===== src/rtl/roi_capture_sched.sv =====
// Round-robin capture scheduler: grants one of two requesters a single-frame
// ROI capture and streams qualifying pixel addresses to the capture buffer.
module roi_capture_sched #(
  parameter int ADDR_W = 17
) (
  input  logic              clk,
  input  logic              reset,
  input  logic              iVGA_VS,
  input  logic              iVGA_BLANK_N,
  input  logic [12:0]       x_count,
  input  logic [12:0]       y_count,
  input  logic [1:0]        req,
  input  logic [51:0]       roi0,
  input  logic [51:0]       roi1,
  output logic [1:0]        grant,
  output logic              busy,
  output logic              wr_en,
  output logic [ADDR_W-1:0] wr_addr,
  output logic [1:0]        done,
  output logic              err
);

  typedef enum logic [2:0] {IDLE, WAIT_SYNC, WAIT_FRAME, CAPTURE, FINISH} state_t;

  localparam logic [ADDR_W-1:0] ADDR_MAX = '1;

  state_t            state_q, state_d;
  logic [1:0]        grant_q, grant_d;
  logic [1:0]        done_q, done_d;
  logic              err_q, err_d;
  logic              wr_en_q, wr_en_d;
  logic [ADDR_W-1:0] wr_addr_q, wr_addr_d;
  logic              ovf_q, ovf_d;
  logic              full_q, full_d;
  logic              last_q, last_d;
  logic [51:0]       roi_q, roi_d;

  logic [12:0] rx0, ry0, rx1, ry1;
  logic        roi_bad, in_win, qual, full_now, drop, win1;

  assign rx0 = roi_q[51:39];
  assign ry0 = roi_q[38:26];
  assign rx1 = roi_q[25:13];
  assign ry1 = roi_q[12:0];

  assign roi_bad  = (rx0 > rx1) || (ry0 > ry1);
  assign in_win   = (x_count >= rx0) && (x_count <= rx1) &&
                    (y_count >= ry0) && (y_count <= ry1);
  assign qual     = (state_q == CAPTURE) && iVGA_BLANK_N && in_win;
  // The write in flight this cycle may be the last buffer slot.
  assign full_now = full_q || (wr_en_q && (wr_addr_q == ADDR_MAX));
  assign drop     = |(grant_q & ~req);
  assign win1     = last_q ? ~req[0] : req[1];

  always_comb begin
    state_d   = state_q;
    grant_d   = grant_q;
    done_d    = 2'b00;
    err_d     = 1'b0;
    wr_en_d   = 1'b0;
    wr_addr_d = wr_addr_q;
    ovf_d     = ovf_q;
    full_d    = full_q;
    last_d    = last_q;
    roi_d     = roi_q;

    if (wr_en_q) begin
      if (wr_addr_q == ADDR_MAX) full_d = 1'b1;
      else                       wr_addr_d = wr_addr_q + 1'b1;
    end

    if (qual) begin
      if (full_now) ovf_d   = 1'b1;
      else          wr_en_d = 1'b1;
    end

    case (state_q)
      IDLE: begin
        if (|req) begin
          grant_d   = win1 ? 2'b10 : 2'b01;
          roi_d     = win1 ? roi1 : roi0;
          wr_addr_d = '0;
          ovf_d     = 1'b0;
          full_d    = 1'b0;
          state_d   = WAIT_SYNC;
        end
      end
      WAIT_SYNC: begin
        if (roi_bad)       state_d = FINISH;
        else if (!iVGA_VS) state_d = WAIT_FRAME;
      end
      WAIT_FRAME: begin
        if (iVGA_VS) state_d = CAPTURE;
      end
      CAPTURE: begin
        if (!iVGA_VS || ((y_count > ry1) && !iVGA_BLANK_N)) state_d = FINISH;
      end
      FINISH: begin
        done_d  = grant_q;
        err_d   = roi_bad || ovf_q;
        last_d  = grant_q[1];
        grant_d = 2'b00;
        state_d = IDLE;
      end
      default: state_d = IDLE;
    endcase

    // Owner withdrew: silent abort, but it still counts as served.
    if ((state_q != IDLE) && drop) begin
      state_d = IDLE;
      grant_d = 2'b00;
      done_d  = 2'b00;
      err_d   = 1'b0;
      last_d  = grant_q[1];
    end
  end

  always_ff @(posedge clk) begin
    if (reset) begin
      state_q   <= IDLE;
      grant_q   <= 2'b00;
      done_q    <= 2'b00;
      err_q     <= 1'b0;
      wr_en_q   <= 1'b0;
      wr_addr_q <= '0;
      ovf_q     <= 1'b0;
      full_q    <= 1'b0;
      last_q    <= 1'b1;
      roi_q     <= '0;
    end else begin
      state_q   <= state_d;
      grant_q   <= grant_d;
      done_q    <= done_d;
      err_q     <= err_d;
      wr_en_q   <= wr_en_d;
      wr_addr_q <= wr_addr_d;
      ovf_q     <= ovf_d;
      full_q    <= full_d;
      last_q    <= last_d;
      roi_q     <= roi_d;
    end
  end

  assign grant   = grant_q;
  assign busy    = (state_q != IDLE);
  assign wr_en   = wr_en_q;
  assign wr_addr = wr_addr_q;
  assign done    = done_q;
  assign err     = err_q;

endmodule


===== config.mk =====
export PLATFORM = sky130hd
export DESIGN_NAME = roi_capture_sched
export DESIGN_NICKNAME = d
export VERILOG_FILES = /design/src/rtl/roi_capture_sched.sv
export SDC_FILE = /design/constraint.sdc
export NUM_CORES = 1
export LEC_CHECK = 0
export CORE_ASPECT_RATIO = 1.75
export CORE_MARGIN = 8
export CORE_UTILIZATION = 52
export DETAILED_ROUTE_END_ITERATION = 16
export GPL_TIMING_DRIVEN = 0
export PLACE_DENSITY = 0.9
export SYNTH_ARGS = -nofsm -noshare
export SYNTH_HDL_FRONTEND = slang
export SYNTH_SLANG_ARGS = --single-unit

===== constraint.sdc =====
create_clock -name clk -period 3.9 [get_ports clk]
set_input_delay 0.585 -clock clk [delete_from_list [all_inputs] [get_ports clk]]
set_output_delay 0.585 -clock clk [all_outputs]
set_load 0.05 [all_outputs]

Word level (Yosys, flattened, before mapping)
Index checks and enable logic that the tools add are counted.
{ "totals": {"reg_bits": 81, "input_bits": 136, "output_inout_bits": 24, "word_cells": 84} }
{ "op_classes": {"n_addsub": 1, "magnitude_cmp": 7, "n_eq_ne": 9, "muxes": 26, "bitwise": 5, "reduce_logical": 26} }
{ "op_table": {"columns": ["operator", "count"], "rows": [
  ["17-bit 2-to-1 mux", 4],
  ["52-bit 2-to-1 mux", 1],
  ["13-bit > comparator", 3],
  ["13-bit greater-or-equal comparator", 2],
  ["13-bit less-or-equal comparator", 2],
  ["17-bit by 1-bit adder with 17-bit output (second input constant)", 1],
  ["17-bit == test (second input constant)", 1],
  ["3-bit 2-to-1 mux", 5],
  ["1-bit 2-to-1 mux", 12],
  ["3-bit one-hot mux with 4 select lines", 1],
  ["1-bit logical AND", 8],
  ["2-bit OR reduction", 4],
  ["3-bit by 2-bit == test with 1-bit output (second input constant)", 2],
  ["1-bit logical OR", 4],
  ["2-bit 2-to-1 mux", 2],
  ["2-bit inequality test (second input constant)", 2],
  ["2-bit one-hot mux with 2 select lines", 1],
  ["2-bit AND reduction", 2],
  ["4-bit AND reduction", 1],
  ["2-bit nonzero test", 2],
  ["3-bit by 1-bit == test with 1-bit output (second input constant)", 1],
  ["3-bit == test (second input constant)", 1],
  ["3-bit logical NOT", 1],
  ["3-bit inequality test (second input constant)", 1],
  ["7 further kinds", 10]
]} }

Depth between registers and ports, before layout
Gate-level depths: netlist of run 1.
{ "logic_depth": {"depth_word": 8, "mapped_depth": 8, "depth_no_buf": 8} }

Worst setup path before layout of run 1
OpenSTA, ideal clock, no wires.
{ "synth_path": {"path_type": "in2reg", "startpoint": "input port y_count[3]", "endpoint": "register state_q[0]", "setup_ps": 60, "arrival_ps": 1902, "required_time_ps": 3840, "path_slack_ps": 1938, "path_stages": 7, "path_buffers": 0, "cell_sequence": "ha_1 > a211oi_1 > o211ai_1 > a221oi_1 > a21oi_1 > o21ai_0 > a32o_1"} }
{ "synth_between": {"elab_chain_cells": 5} }
{ "synth_rtl": {"columns": ["element", "line_no", "rtl"], "rows": [
  ["start, declared", "11", "input logic [12:0] y_count,"],
  ["13-bit > comparator", "96", "if (!iVGA_VS || ((y_count > ry1) && !iVGA_BLANK_N)) state_d = FINISH;"],
  ["1-bit logical AND", "96", null],
  ["1-bit logical OR", "96", null],
  ["2-bit by 1-bit inequality test with 1-bit output (no line)", null, null],
  ["4-bit AND reduction (no line)", null, null],
  ["end signal, assigned", "131", "state_q <= state_d;"],
  ["end, declared", "27", "state_t state_q, state_d;"]
]} }
No other way between the ends.
A chain may end at the register's enable or synchronous reset.

Worst setup path in the final report of run 1
{ "layout_path": {"startpoint": "input port y_count[11]", "endpoint": "register state_q[0]"} }
Same word-level chain as after synthesis.

==> results of run 1 <==
kinds of logic after synthesis:
family	count (synthesis)	share of synthesized area (%)
muxes	53	9.606
and+or+nand+nor	197	18.26
AOI/OAI and AO/OA	129	15.81
DFF	81	29.36
xor gates and xnor gates	14	2.220
adders and majority gates	79	17.90
buffers and inverters	88	6.842
final cells by class:
cell class | instances | area (µm²) | share of cell area, %
Multi-Input combinational cell | 472 | 3523 | 46.37
Buffer | 27 | 148.9 | 1.959
Tap cell | 130 | 162.7 | 2.141
Inverter | 61 | 229.0 | 3.013
Clock inverter | 6 | 92.59 | 1.219
Timing Repair Buffer | 159 | 1592 | 20.95
Clock buffer | 10 | 229.0 | 3.013
Sequential cell | 81 | 1622 | 21.34
state kept, by name, summed over array words and instances, names as in the netlist, 2 cells and up:
register  count
grant         2
done          2
state_q       3
wr_addr      17
roi_q        52
synthesized netlist by cell type (2+ instances only):
| master | instances | share of area, % |
|---|---|---|
| a221oi_1 | 2 | 0.32 |
| and4_1 | 2 | 0.32 |
| nor3_2 | 6 | 1.1 |
| mux2i_1 | 53 | 9.6 |
| o31ai_1 | 2 | 0.27 |
| dfxtp_1 | 81 | 29 |
| buf_2 | 16 | 1.4 |
| nor3_1 | 6 | 0.54 |
| ha_1 | 79 | 18 |
| nor2b_1 | 5 | 0.57 |
| a211oi_1 | 56 | 7.6 |
| nand4_1 | 16 | 1.8 |
| o211ai_1 | 2 | 0.27 |
| a21o_1 | 5 | 0.68 |
| a21boi_0 | 3 | 0.41 |
| nand3_1 | 23 | 2.1 |
| and4_4 | 2 | 0.41 |
| a31oi_1 | 4 | 0.45 |
| inv_1 | 60 | 4.1 |
| buf_4 | 3 | 0.41 |
| nand2b_1 | 4 | 0.45 |
| nor2_1 | 89 | 6.0 |
| xnor2_1 | 10 | 1.6 |
| nor4_1 | 3 | 0.34 |
| a21oi_1 | 31 | 2.8 |
| o21ai_1 | 2 | 0.18 |
| xor2_1 | 4 | 0.63 |
| nand2_1 | 22 | 1.5 |
| clkbuf_1 | 7 | 0.48 |
| o21ai_0 | 12 | 1.1 |
| and3_1 | 6 | 0.68 |
| nor4_2 | 5 | 1.1 |
per-stage QoR:
stage               util [%]  cells
global placement       69.24    930
CTS                    72.30    946
finish                 72.30    946
detailed placement     69.24    930
floorplan                  -    641
global route           72.30    946
power by group:
part	switching (W)	internal, W
sequential	0.000230	0.00112
combinational	0.00166	0.00116
clock	0.000361	0.000563
total	0.00225	0.00284
worst max-delay path, cell delays in order:
cell and delay [ps]:
clkdlybuf4s50_1 470, ha_1 370, nand4_1 160, nor3_1 320, a221oi_1 170, a21oi_1 240, o21ai_0 150, a32o_1 270
metal layers:
layer  wire (µm)  global-route usage (%)  vias up
li1            -                       -     2650
met1        5930                   22.52     2573
met2        9632                   46.30      209
met3         936                   4.835       59
met4         753                   13.31        0
met5           0                       0        -
how the worst max path moves through the flow:
stage	slack, ps	cells after the start	start	to
global placement	1220	8	y_count[3]	state_q[0]
floorplan	1940	7	y_count[3]	state_q[0]
CTS	1460	3	state_q[2]	busy
finish	1400	8	y_count[11]	state_q[0]
global route	1290	8	y_count[11]	state_q[0]
detailed placement	1150	8	y_count[11]	state_q[0]
==> qor.csv, run 1 <==
stage,metric,value,unit
status,status,completed,
die,die_h,152.3,µm
sta,max_freq,400.6,MHz
critical_path,end_kind,flip-flop,
die,die_w,93.91,µm
route,dr.pass1.iters,5,
die,ios,160,
sta,tightest_slew,582.2,ps
min_path,holdCritStartpoint,ovf_q,
clock_tree,cts_tree,yes,
sta,skew,7.794,ps
yosys,ys.flop_type,dfxtp_1,
clock_tree,clock-root-buffer,clkbuf_16,
critical_path,cp_max_fo,4,
global_route,groute.usage.overall,24.22,%
route,ant_nets,0,
power,total_power,0.005091,W
run,max_cap_viol_count,0,
placement,portBuffers,159,
min_path,hold_class,reg2reg,
yosys,yosys_warnings,0,
critical_path,worstSetupPathType,in2reg,
layout,antenna_cells,0,
global_route,antenna_found_initial,0,
sta,rsz0062_at_grt,false,
clock_tree,clk_latency,340,ps
layout,syn_to_final_growth,37.58,%
placement,gp_congestion,0.9088,
min_path,holdPathStages,2,
global_route,grt_max_degree,15,
sta,fin_ws,1404,ps
global_route,grt_pass1_vias,5913,
clock_tree,cts_buffers,9,
sta,slew_headroom,60.83,%
power,cellPowerDensity,670.0,mW/mm²
die,die-area,0.01430,mm²
die,std_cell_rows,50,
power,cellLeakagePower,3.147,nW
route,drt-total-wl,17250,µm
route,wl_per_cell,18.24,µm
yosys,syn_inst,641,
critical_path,arrival,2730,ps
yosys,syn-num-nets,856,
sta,min_period_over_period,64.01,%
yosys,ys_async_sr_fraction,0,%
yosys,yosysSeqAreaShare,29.36,%
critical_path,reg2reg_slack,1730,ps
clock_tree,clkTransAtPathRegs,70,ps
route,vias,5491,
placement,place_hpwl,14300,µm
critical_path,r2r_start,roi_q[24],
yosys,synth-edff-count,0,
critical_path,cp.required,4140,ps
global_route,grt_pass1_wl,27720,µm
layout,drive_above_1_share,6.618,%
global_route,globalRouteOverflowTotal,0,
layout,final_cell_mix,"159 x clkdlybuf4s50_1, 89 x nor2_1, 81 x dfxtp_1",
layout,fillers,784,
placement,dpl_cell_area,0.007277,mm²
die,core,0.01051,mm²
placement,place_worst_setup_slack,1154,ps
critical_path,r2r_cells,8,
sta,tns,0,ps
critical_path,timing.rr.end,state_q[2],
layout,fin_area,0.007599,mm²
yosys,synth.avg_cell_area,8.616,µm²
sta,whs,478.3,ps
clock_tree,cts_max_path_buffers,2,
power,peakVddDrop,0.3723,mV
clock_tree,cts_setup_buffers,0,
clock_tree,cts_resized,0,
min_path,hold_end,ovf_q,
route,drc_errors,0,
route,first_iter_violations,234,
sta,hold_viol_final,0,
layout,fin_nets,1026,
route,vias_per_cell,5.804,
sta,period_needed,2496,ps
clock_tree,cts.htree.levels,3,
yosys,mappedNetlistArea,0.005523,mm²
clock_tree,holdBufCountCts,0,
sta,final_max_slew_viol_count,0,
layout,layout_commonest_cell,clkdlybuf4s50_1,
sta,setup_viol,0,
critical_path,startpoint_type,primary input,
yosys,synth_cell_types,52,
yosys,ys_seq_elements,81,
die,start_util,52.55,%
clock_tree,cts.sinks,81,
(Power assumes the default switching activity.)
==> run 2, diff against run 1 <==
--- a/config.mk
+++ b/config.mk
@@ -7,10 +7,10 @@
 export LEC_CHECK = 0
 export CORE_ASPECT_RATIO = 1.75
 export CORE_MARGIN = 8
-export CORE_UTILIZATION = 52
+export CORE_UTILIZATION = 44
 export DETAILED_ROUTE_END_ITERATION = 16
 export GPL_TIMING_DRIVEN = 0
-export PLACE_DENSITY = 0.9
+export PLACE_DENSITY = 0.82
 export SYNTH_ARGS = -nofsm -noshare
 export SYNTH_HDL_FRONTEND = slang
 export SYNTH_SLANG_ARGS = --single-unit
==> constraint.sdc (replaced) <==
create_clock -name clk -period 2.2 [get_ports clk]
set_input_delay 0.33 -clock clk [delete_from_list [all_inputs] [get_ports clk]]
set_output_delay 0.33 -clock clk [all_outputs]
set_load 0.05 [all_outputs]
==> run 2 against run 1 <==
Clock power grew 66%; sequential share of layout area shrank 0.18 points; first-iteration DRC count shrank 36%; sequential cell count is the same; utilization shrank 10 points; non-clock buffer count is the same; critical path depth is the same; count of clock-buffer cells in the layout is the same; largest power group unchanged; highest routed layer unchanged.
==> qor.csv, run 2 (synthesis gave the netlist of run 1 again) <==
stage,metric,value,unit,change
die,die-area,0.01653,mm²,was 0.01430 mm²
critical_path,timing.rr.end,state_q[0],,was state_q[2]
sta,tns,0,ps,unchanged
route,vias,5237,,was 5491
die,start_util,44.67,%,was 52.55%
critical_path,end_kind,flip-flop,,unchanged
route,wl_per_cell,16.62,µm,was 18.24 µm
clock_tree,clock-root-buffer,clkbuf_16,,unchanged
status,status,completed,,unchanged
die,core,0.01236,mm²,was 0.01051 mm²
route,first_iter_violations,150,,was 234
global_route,antenna_found_initial,0,,unchanged
layout,syn_to_final_growth,38.76,%,was 37.58%
route,vias_per_cell,5.322,,was 5.804
critical_path,r2r_start,roi_q[6],,was roi_q[24]
layout,fin_nets,1026,,unchanged
clock_tree,cts_setup_buffers,0,,unchanged
sta,max_freq,485.8,MHz,
route,drt-total-wl,16360,µm,was 17250 µm
run,max_cap_viol_count,0,,unchanged
die,ios,160,,unchanged
die,std_cell_rows,54,,was 50
placement,gp_congestion,0.8544,,was 0.9088
clock_tree,holdBufCountCts,0,,unchanged
layout,fin_area,0.007664,mm²,was 0.007599 mm²
critical_path,cp_max_fo,4,,unchanged
global_route,grt_pass1_vias,5422,,was 5913
placement,place_hpwl,13770,µm,was 14300 µm
power,cellLeakagePower,3.164,nW,was 3.147 nW
power,total_power,0.008857,W,was 0.005091 W
clock_tree,cts_resized,0,,unchanged
die,die_h,164.2,µm,was 152.3 µm
global_route,globalRouteOverflowTotal,0,,unchanged
layout,layout_commonest_cell,clkdlybuf4s50_1,,unchanged
clock_tree,clk_latency,340,ps,about the same
clock_tree,cts.sinks,81,,unchanged
route,dr.pass1.iters,4,,was 5
sta,skew,6.231,ps,was 7.794 ps
sta,slew_headroom,62.99,%,was 60.83%
min_path,hold_class,reg2reg,,unchanged
critical_path,arrival,2340,ps,was 2730 ps
critical_path,r2r_cells,8,,unchanged
clock_tree,cts_buffers,9,,unchanged
clock_tree,clkTransAtPathRegs,60,ps,was 70 ps
min_path,holdPathStages,2,,unchanged
sta,fin_ws,141.6,ps,was 1404 ps
sta,period_needed,2058,ps,
clock_tree,cts.htree.levels,3,,unchanged
global_route,grt_max_degree,15,,unchanged
layout,largest_reg_flops,52,,unchanged
sta,rsz0062_at_grt,false,,unchanged
critical_path,worstSetupPathType,in2reg,,unchanged
route,drc_errors,0,,unchanged
layout,fillers,1086,,was 784
global_route,grt_pass1_wl,25650,µm,was 27720 µm
layout,largest_register,roi_q,,unchanged
critical_path,cp.required,2480,ps,was 4140 ps
critical_path,reg2reg_slack,190,ps,was 1730 ps
layout,antenna_cells,0,,unchanged
clock_tree,cts_tree,yes,,unchanged
die,die_w,100.7,µm,was 93.91 µm
sta,hold_viol_final,0,,unchanged
layout,final_cell_mix,"158 x clkdlybuf4s50_1, 89 x nor2_1, 81 x dfxtp_1",,"was 159 x clkdlybuf4s50_1, 89 x nor2_1, 81 x dfxtp_1"
placement,dpl_cell_area,0.007325,mm²,was 0.007277 mm²
route,ant_nets,0,,unchanged
sta,min_period_over_period,93.57,%,
power,cellPowerDensity,1156,mW/mm²,was 670.0 mW/mm²
min_path,holdCritStartpoint,ovf_q,,unchanged
global_route,groute.usage.overall,19.82,%,was 24.22%
sta,setup_viol,0,,unchanged
power,peakVddDrop,0.6058,mV,was 0.3723 mV
min_path,hold_end,ovf_q,,unchanged
sta,whs,481.7,ps,was 478.3 ps
clock_tree,cts_max_path_buffers,2,,unchanged
layout,drive_above_1_share,7.353,%,was 6.618%
placement,place_worst_setup_slack,-252.6,ps,was 1154 ps
sta,final_max_slew_viol_count,0,,unchanged
critical_path,startpoint_type,primary input,,unchanged
sta,tightest_slew,554.3,ps,was 582.2 ps
placement,portBuffers,159,,unchanged
-- run 2: cell count changes in the layout (fill, tap and decap cells not counted), moves of 2 or more --
cell,change
a221oi_1,-2
a221oi_2,+2
nor3_1,-2
nor3_2,+2
-- run 2: worst max-delay path, stage by stage --
cell and delay [ps]:
clkdlybuf4s50_1 450, ha_1 350, nand4_1 160, nor4_1 510, o21ba_2 190, a21oi_1 60
a21oi_1 180, a21o_1 100
-- run 2: final cells by class --
cell class | count | area [µm²] | share of cell area (%)
inverters | 61 | 229.0 | 2.988
repair buffers | 159 | 1594 | 20.80
flip-flops and latches | 81 | 1622 | 21.16
clock buffers | 10 | 239.0 | 3.118
plain buffers | 27 | 148.9 | 1.943
multi-input cells | 472 | 3553 | 46.37
well taps | 168 | 210.2 | 2.743
clock inverters | 6 | 67.56 | 0.8816
-- run 2: routing by layer --
layer	part of all wire [%]	track usage (%)	vias to the layer above
met3	4.5	3.523	28
met2	57	38.80	140
met5	0	0	-
li1	-	-	2655
met1	35	18.71	2414
met4	3.3	10.31	0
-- run 2: worst max path at each step --
stage / to / slack (ps) / startpoint / depth (start not counted)
floorplan: wr_addr[7] / 260 / wr_addr[3] / 7
global placement: state_q[0] / -270 / y_count[3] / 8
detailed placement: state_q[0] / -250 / y_count[3] / 8
CTS: busy / 9 / state_q[2] / 3
global route: state_q[1] / 20 / y_count[3] / 8
finish: state_q[1] / 140 / y_count[11] / 8
-- run 2: stage by stage --
step                std cells  util [%]
floorplan                 641         -
global placement          968     59.24
detailed placement        968     59.24
CTS                       984     61.72
global route              984     61.98
finish                    984     61.98
-- run 2: report_power, final --
part	internal [W]	switching, W	total, W	leakage (nW)
registers	0.00198	0.000413	0.00239	0.667
logic	0.00207	0.00285	0.00492	2.35
clock network	0.000912	0.000629	0.00154	0.145
==> run 3, diff against run 2 <==
--- a/config.mk
+++ b/config.mk
@@ -6,10 +6,11 @@
 export NUM_CORES = 1
 export LEC_CHECK = 0
 export CORE_ASPECT_RATIO = 1.75
-export CORE_MARGIN = 8
+export CORE_MARGIN = 1
 export CORE_UTILIZATION = 44
 export DETAILED_ROUTE_END_ITERATION = 16
 export GPL_TIMING_DRIVEN = 0
+export MAX_ROUTING_LAYER = met4
 export PLACE_DENSITY = 0.82
 export SYNTH_ARGS = -nofsm -noshare
 export SYNTH_HDL_FRONTEND = slang
==> run 3 against run 2 <==
Cell count shrank 0.30%; total power shrank 1.2%; critical path type unchanged; clock skew is essentially flat; sequential power is essentially flat.
==> qor.csv, run 3 (synthesis gave the netlist of run 1 again) <==
stage,metric,value,unit,change
clock_tree,holdBufCountCts,0,,unchanged
power,total_power,0.008749,W,was 0.008857 W
critical_path,slowest_stage,clkdlybuf4s50_1,,was nor4_1
power,p_seq_share,27.1,%,was 27.0%
power,cellLeakagePower,3.160,nW,was 3.164 nW
placement,gp_congestion,0.9018,,was 0.8544
sta,period_needed,2057,ps,was 2058 ps
power,combPwrFrac,56.6,%,was 55.6%
critical_path,r2r_start,roi_q[21],,was roi_q[6]
layout,multi_input_area,0.003563,mm²,was 0.003553 mm²
critical_path,startpoint_type,primary input,,unchanged
layout,fin_nets,1026,,unchanged
global_route,grt_pass1_wl,24380,µm,was 25650 µm
clock_tree,clkTransAtPathRegs,60,ps,about the same
global_route,antenna_found_initial,0,,unchanged
route,drt-total-wl,15340,µm,was 16360 µm
sta,tightest_slew,542.4,ps,was 554.3 ps
layout,largest_reg_flops,52,,unchanged
layout,finalNonFillerCells,981,,was 984
placement,portBuffers,159,,unchanged
route,vias_per_cell,5.428,,was 5.322
die,start_util,45.51,%,was 44.67%
die,die_w,86.69,µm,was 100.7 µm
critical_path,path_buf_inv,1,,unchanged
clock_tree,cts.sinks,81,,unchanged
sta,max_freq,486.2,MHz,was 485.8 MHz
route,ant_nets,0,,unchanged
placement,dpl.cell_count,965,,was 968
power,power_switching,0.003885,W,was 0.003896 W
clock_tree,cts_resized,0,,unchanged
power,peakVddDrop,0.6001,mV,was 0.6058 mV
global_route,grt_max_degree,13,,was 15
layout,largest_register,roi_q,,unchanged
global_route,globalRouteOverflowTotal,0,,unchanged
critical_path,cp_cell_sequence,clkdlybuf4s50_1 -> ha_1 -> nand4_1 -> nor3_2 -> a221oi_2 -> a21oi_2 -> o21ai_0 -> a32o_1,,was clkdlybuf4s50_1 -> ha_1 -> nand4_1 -> nor4_1 -> o21ba_2 -> a21oi_1 -> a21oi_1 -> a21o_1
layout,antenna_cells,0,,unchanged
clock_tree,cts_setup_buffers,0,,unchanged
route,drc_errors,0,,unchanged
critical_path,critical_path.max_stage_delay,460,ps,was 510 ps
critical_path,arrival,2290,ps,was 2340 ps
clock_tree,clk_latency,350,ps,was 340 ps
die,die-area,0.01302,mm²,was 0.01653 mm²
power,swShare,44.40,%,was 43.99%
placement,place_hpwl,12600,µm,was 13770 µm
clock_tree,cts_max_path_buffers,2,,unchanged
route,dr.pass1.iters,5,,was 4
layout,drive_above_1_share,7.353,%,unchanged
min_path,holdCritStartpoint,ovf_q,,unchanged
layout,seq_area,0.001622,mm²,unchanged
critical_path,r2r_cells,8,,unchanged
sta,hold_viol_final,0,,unchanged
power,pwr-share-clk,16.2,%,was 17.4%
clock_tree,cts_buffers,9,,unchanged
die,die_h,150.2,µm,was 164.2 µm
sta,skew,5.937,ps,was 6.231 ps
sta,slew_headroom,63.62,%,was 62.99%
power,p_int,0.004864,W,was 0.004961 W
sta,rsz0062_at_grt,false,,unchanged
die,ios,160,,unchanged
die,std_cell_rows,53,,was 54
layout,layout_commonest_cell,clkdlybuf4s50_1,,unchanged
critical_path,cp_max_fo,3,,was 4
critical_path,cp-startpoint,y_count[12],,was y_count[11]
clock_tree,cts_tree,yes,,unchanged
status,status,completed,,unchanged
sta,final_max_slew_viol_count,0,,unchanged
min_path,holdPathStages,2,,unchanged
critical_path,reg2reg_slack,170,ps,was 190 ps
power,cellPowerDensity,1145,mW/mm²,was 1156 mW/mm²
critical_path,end_kind,flip-flop,,unchanged
sta,setup_viol,0,,unchanged
sta,min_period_over_period,93.49,%,was 93.57%
critical_path,worstSetupPathType,in2reg,,unchanged
clock_tree,cts.htree.levels,3,,unchanged
layout,syn_to_final_growth,38.31,%,was 38.76%
global_route,groute.usage.overall,25.14,%,was 19.82%
route,wl_per_cell,15.64,µm,was 16.62 µm
placement,dpl_cell_area,0.007321,mm²,was 0.007325 mm²
run,max_cap_viol_count,0,,unchanged
route,vias,5325,,was 5237
min_path,hold_end,ovf_q,,unchanged
route,first_iter_violations,210,,was 150
min_path,hold_class,reg2reg,,unchanged
critical_path,crit_family,compound AO/OA/AOI/OAI gates,,was simple AND/OR/NAND/NOR gates
die,core,0.01214,mm²,was 0.01236 mm²
critical_path,cp.required,2440,ps,was 2480 ps
layout,final_cell_mix,"158 x clkdlybuf4s50_1, 89 x nor2_1, 81 x dfxtp_1",,unchanged
clock_tree,clock-root-buffer,clkbuf_16,,unchanged
layout,fillers,1087,,was 1086
global_route,grt_pass1_vias,5378,,was 5422
critical_path,timing.rr.end,state_q[0],,unchanged
layout,fin_area,0.007639,mm²,was 0.007664 mm²
-- run 3: worst register-to-register path, delay by kind of cell (launching register included) --
kind,cells,cell delay (ps)
flip-flops,1,330
AO/OA/AOI/OAI,5,1000
AND/OR/NAND/NOR,1,260
adder cells (fa/ha/maj),1,320
buffers and inverters,1,60
-- run 3: cell type report --
type | instances | area share (%)
Buffer | 27 | 1.949
Sequential cell | 81 | 21.23
Inverter | 61 | 2.998
Clock inverter | 3 | 0.1966
Multi-Input combinational cell | 472 | 46.65
Tap cell | 165 | 2.703
Timing Repair Buffer | 159 | 20.87
Clock buffer | 13 | 3.407
-- run 3: worst max path at each step --
stage	endpoint	slack, ps	cells past startpoint
after floorplan	wr_addr[7]	260	7
after global placement	state_q[0]	-270	8
after detailed placement	state_q[0]	-270	8
after CTS	busy	40	3
after global routing	state_q[0]	20	8
final	state_q[0]	140	8
-- run 3: through the flow --
stage               util [%]  hold WS [ps]  TNS (ps)  setup WS [ps]
floorplan                  -         449.4         0          255.2
global placement       60.33         470.2     -1564         -268.0
detailed placement     60.33         482.1     -1931         -270.0
CTS                    62.59         490.5         0          35.11
global route           62.94         515.7         0          21.75
finish                 62.94         494.5         0          143.3
-- run 3: power groups by stage --
stage	sequential (W)	clock, W	combinational (W)
2_1_floorplan	0.00231	0	0.00345
3_3_place_gp	0.00238	0	0.00472
3_5_place_dp	0.00240	0	0.00485
4_1_cts	0.00237	0.00143	0.00488
5_1_grt	0.00243	0.00149	0.00557
6_report	0.00237	0.00142	0.00495
-- run 3: metal layers --
metal	up-vias	GRT usage [%]	share of wire [%]
met3	45	4.112	4.2
met1	2473	23.42	37
met2	164	47.70	55
met5	-	-	0
li1	2643	-	-
met4	0	13.92	4.2
